$ cat src/rtl/sys_pkg.sv
// Shared definitions for the sys_* stacking/unstacking stages.
package sys_pkg;

  typedef enum logic {IDLE, SHIFT} unstack_state_t;

  function automatic int sys_lanes(int nerves, int depth);
    return nerves / depth;
  endfunction

endpackage

$ cat src/rtl/sys_unstacker.sv
// Serialises one packed lane vector into words, highest lane first, one word per cycle.
// First word valid the cycle after accept; stalls hold all outputs; optional out_last via SYS_UNSTACKER_LAST_EN.
module sys_unstacker
  import sys_pkg::*;
#(
  parameter int BitSize     = 8,
  parameter int NumOfNerves = 4,
  parameter int DepthIn     = 2
) (
  input  logic                                                  clk,
  input  logic                                                  res_n,
  input  logic                                                  in_valid,
  input  logic                                                  in_start,
  input  logic [sys_lanes(NumOfNerves, DepthIn)-1:0][BitSize-1:0] in_data,
  output logic                                                  in_ready,
  output logic                                                  out_valid,
  input  logic                                                  out_ready,
  output logic                                                  out_start,
  output logic [BitSize-1:0]                                    out_data
`ifdef SYS_UNSTACKER_LAST_EN
  ,
  output logic                                                  out_last
`endif
);

  localparam int WIDTH = sys_lanes(NumOfNerves, DepthIn);
  localparam int IW    = (WIDTH > 1) ? $clog2(WIDTH) : 1;
  localparam logic [IW-1:0] IDX_TOP = IW'(WIDTH - 1);

  unstack_state_t                r_state;
  unstack_state_t                w_state_nxt;
  logic [WIDTH-1:0][BitSize-1:0] r_vec;
  logic [IW-1:0]                 r_idx;
  logic [IW-1:0]                 w_idx_dec;
  logic                          w_last_word;
  logic                          w_accept;
  logic                          w_xfer;

  assign w_last_word = (r_idx == '0);
  assign w_idx_dec   = r_idx - 1'b1;
  // Last-word transfer and a new accept may coincide, giving back-to-back vectors.
  assign in_ready    = (r_state == IDLE) || (w_last_word && out_ready);
  assign w_accept    = in_valid && in_ready;
  assign w_xfer      = out_valid && out_ready;

  always_comb begin
    w_state_nxt = r_state;
    if (w_accept) begin
      w_state_nxt = SHIFT;
    end else if (w_xfer && w_last_word) begin
      w_state_nxt = IDLE;
    end
  end

  always_ff @(posedge clk or negedge res_n) begin
    if (!res_n) begin
      r_state <= IDLE;
    end else begin
      r_state <= w_state_nxt;
    end
  end

  always_ff @(posedge clk or negedge res_n) begin
    if (!res_n) begin
      r_vec     <= '0;
      r_idx     <= '0;
      out_valid <= 1'b0;
      out_start <= 1'b0;
      out_data  <= '0;
    end else if (w_accept) begin
      r_vec     <= in_data;
      r_idx     <= IDX_TOP;
      out_valid <= 1'b1;
      out_start <= in_start;
      out_data  <= in_data[WIDTH-1];
    end else if (w_xfer) begin
      out_start <= 1'b0;
      if (!w_last_word) begin
        r_idx    <= w_idx_dec;
        out_data <= r_vec[w_idx_dec];
      end else begin
        out_valid <= 1'b0;
      end
    end
  end

`ifdef SYS_UNSTACKER_LAST_EN
  always_ff @(posedge clk or negedge res_n) begin
    if (!res_n) begin
      out_last <= 1'b0;
    end else if (w_accept) begin
      out_last <= (IDX_TOP == '0);
    end else if (w_xfer) begin
      out_last <= !w_last_word && (w_idx_dec == '0);
    end
  end
`endif

endmodule

$ cat config.mk
export PLATFORM = sky130hd
export DESIGN_NAME = sys_unstacker
export DESIGN_NICKNAME = d
export VERILOG_FILES = /design/src/rtl/sys_pkg.sv /design/src/rtl/sys_unstacker.sv
export SDC_FILE = /design/constraint.sdc
export NUM_CORES = 1
export LEC_CHECK = 0
export BUFFER_PORTS_ARGS = -buffer_cell sky130_fd_sc_hd__buf_2
export CAP_MARGIN = 20
export CORE_MARGIN = 2
export CORE_UTILIZATION = 50
export CTS_CLUSTER_DIAMETER = 40
export DETAILED_ROUTE_END_ITERATION = 10
export PLACE_DENSITY = 0.8
export RECOVER_POWER = 100
export SETUP_SLACK_MARGIN = 0.3
export SLEW_MARGIN = 20
export SYNTH_ARGS = -nofsm -noshare
export SYNTH_HDL_FRONTEND = slang
export SYNTH_SLANG_ARGS = --single-unit
$ cat constraint.sdc
create_clock -name clk -period 3.17 [get_ports clk]
set_input_delay 0.4755 -clock clk [delete_from_list [all_inputs] [get_ports clk]]
set_output_delay 0.4755 -clock clk [all_outputs]
set_load 0.02 [all_outputs]
==> run_results.csv <==
group,metric,value,unit
detailed_routing,wl,1550,um
critical_path,startpoint,"r_idx",
critical_path,critPathRequiredTime,3.36,ns
timing,skew,0.00773,ns
clocking,numCtsBuffers,3,
clocking,ctsHtreeMaxLevel,1,
power_and_ir_drop,p_leak,0.000514,uW
timing,fin_crit,1.81,ns
timing,setup-violations-final,0,
die,die_area,2220,um2
critical_path,critical_path.max_stage_delay,0.60,ns
clocking,cts.sinks,21,
placement,dpl_cell_area,1090,um2
critical_path,crit_slowest_cell,"a21boi_4",
power_and_ir_drop,total_power,1000,uW
timing,maxSlewHeadroom,28.5,%
power_and_ir_drop,peakVddDrop,0.500,mV
critical_path,rr_startpoint,"r_idx",
cells_and_area,syn2layout_area_growth,17.6,%
timing,rsz0062_at_grt,"no",
synth,synth_seq_area_share,56.5,%
placement,port_buffers,31,
critical_path,crit_chain,"nand2b_1, a21boi_4, mux2_2",
timing,hold_violations,0,
detailed_routing,vias_per_cell,4.86,
critical_path,path_max_fanout,24,
timing,tightestPinTransition,1.07,ns
timing,final.period_utilization,57.0,%
global_route,track_usage,16.3,%
detailed_routing,drt_iter0_drc,0,
die,core,1750,um2
power_and_ir_drop,powerDensity,917,nW/um2
critical_path,critPathKind,"register to register",
global_route,grt-ovfl-total,0,
critical_path,r2r_end,"r_vec[2]",
detailed_routing,vias,637,
placement,finalWeightedCongestion,0.705,
clocking,cts_setup_buffers,0,
detailed_routing,drtPass1Iterations,1,
status,status,"finished clean",
critical_path,arrival,2.00,ns
cells_and_area,drive_gt1_share,34.9,%
critical_path,start_kind,"register",
timing,max_freq,553,MHz
synth,syn_area,931,um2
cells_and_area,antenna_cells,0,
clocking,clk_latency,0.30,ns
critical_path,crit_end,"r_vec[2]",
critical_path,crit_family,"compound AO/OA/AOI/OAI gates",
synth,yosysUniqueCellTypes,17,
cells_and_area,finalNetCount,128,
placement,hpwl,1180,um
synth,ys_warn_count,0,
clocking,holdBufCountCts,0,
die,die_x,47.2,um
clocking,clock_path_buffers,2,
critical_path,path_buf_inv,0,
synth,ys.flop_type,"dfrtp_1",
clocking,root_buffer,"clkbuf_4",
critical_path,cp_num_cells,3,
detailed_routing,ant_nets,0,
global_route,grt_pass1_vias,630,
critical_path,rr_worst_depth,3,
detailed_routing,routedWlPerCell,11.8,um
cells_and_area,fill_cells,170,
synth,avgSynthCellArea,12.6,um2
cells_and_area,fin_area,1090,um2
timing,fin_tns_setup,0,ns
clocking,cts_tree,"built",
synth,synthArstFlopShare,100,%
critical_path,reg2reg_slack,1.36,ns
critical_path,worstSetupEndpointType,"register",
run,cap_violations,0,
global_route,grt_max_degree,25,
min_path,min_path_type,"input pin to async pin",
synth,synth-edff-count,0,
synth,synthCells,74,
global_route,grt_pass1_wl,2480,um
die,num_rows,15,
clocking,cts.clk_slew.worst_paths,0.11,ns
synth,yosys_register_bits,21,
die,initial_core_util,53.3,%
die,ios,32,
global_route,antenna_found_initial,0,
timing,maxSlewViolCount,0,
die,die_h,47.2,um
detailed_routing,route.detailed.drc,0,
clocking,cts-resized-gates,0,
synth,synth_nets,95,
where the power goes:
group	switching (uW)	internal, uW	leakage [uW]	total [uW]
Clock	76.4	47.0	0.0000177	123
Sequential	79.4	397	0.000251	477
Combinational	228	177	0.000246	404
metrics by stage:
stage          instances  hold slack [ns]  util [%]  worst slack [ns]
2_1_floorplan         74            0.180         -              1.80
3_3_place_gp         127            0.447      62.4              1.38
3_5_place_dp         127            0.449      62.4              1.36
4_1_cts              131            0.108      64.0              1.44
5_1_grt              131            0.380      62.7              1.27
6_report             131            0.333      62.7              1.36
worst min path at each step:
stage	to	slack, ns
after floorplan	out_data[0]	0.18
after global placement	r_vec[4]	0.45
after detailed placement	out_data[5]	0.45
after CTS	out_data[5]	0.11
after global routing	out_data[2]	0.38
final	r_vec[5]	0.33
cell usage after synthesis (2+ instances only):
| cell type | count | area (um2) |
|---|---|---|
| mux2i_1 | 8 | 80.1 |
| buf_6 | 2 | 22.5 |
| mux2_2 | 11 | 124 |
| o21ai_1 | 5 | 25.0 |
| nand2_1 | 12 | 45.0 |
| o21ai_0 | 5 | 25.0 |
| dfrtp_1 | 21 | 526 |
metal layers:
layer | share of wire (%) | wire length, um | GRT usage, %
met5 | 0 | 0 | 0
met4 | 1.6 | 25 | 8.33
met3 | 4.4 | 68 | 2.31
met2 | 48 | 750 | 28.5
met1 | 45 | 704 | 19.5
registers in the layout, summed over array words and instances (netlist names):
signal / count
out_data: 8
out_start: 1
out_valid: 1
r_idx: 1
r_state: 1
r_vec: 9
worst register-to-register path, delay by kind of cell, from the launching register on:
| kind | cells | cell delay, ns |
|---|---|---|
| flops | 1 | 0.44 |
| simple gates | 1 | 0.25 |
| compound gates | 1 | 0.60 |
| mux | 1 | 0.41 |
layout by cell type (no fill, tap or decap), types with 2 or more instances in the layout:
master	count
dfrtp_1	21
mux2i_1	8
mux2_2	11
clkbuf_1	12
buf_2	19
nand2_1	12
clkbuf_4	3
o21ai_0	10
nand2b_1	2
cell families after synthesis:
logic type	synth area share [%]
AO/OA/AOI/OAI	10.1
multiplexers	21.9
AND/OR/NAND/NOR	8.20
flip-flops	56.5
buffers and inverters	3.36
cell type report:
cell class / count / area [um2] / area share, %
sequential: 21 / 526 / 48.0
multi-input combinational: 49 / 367 / 33.5
timing repair buffer: 31 / 140 / 12.8
tap: 25 / 31.3 / 2.86
clock buffer: 3 / 22.5 / 2.06
clock inverter: 1 / 5.00 / 0.457
inverter: 1 / 3.75 / 0.343
Note: power is estimated with default switching activity, not from simulation.
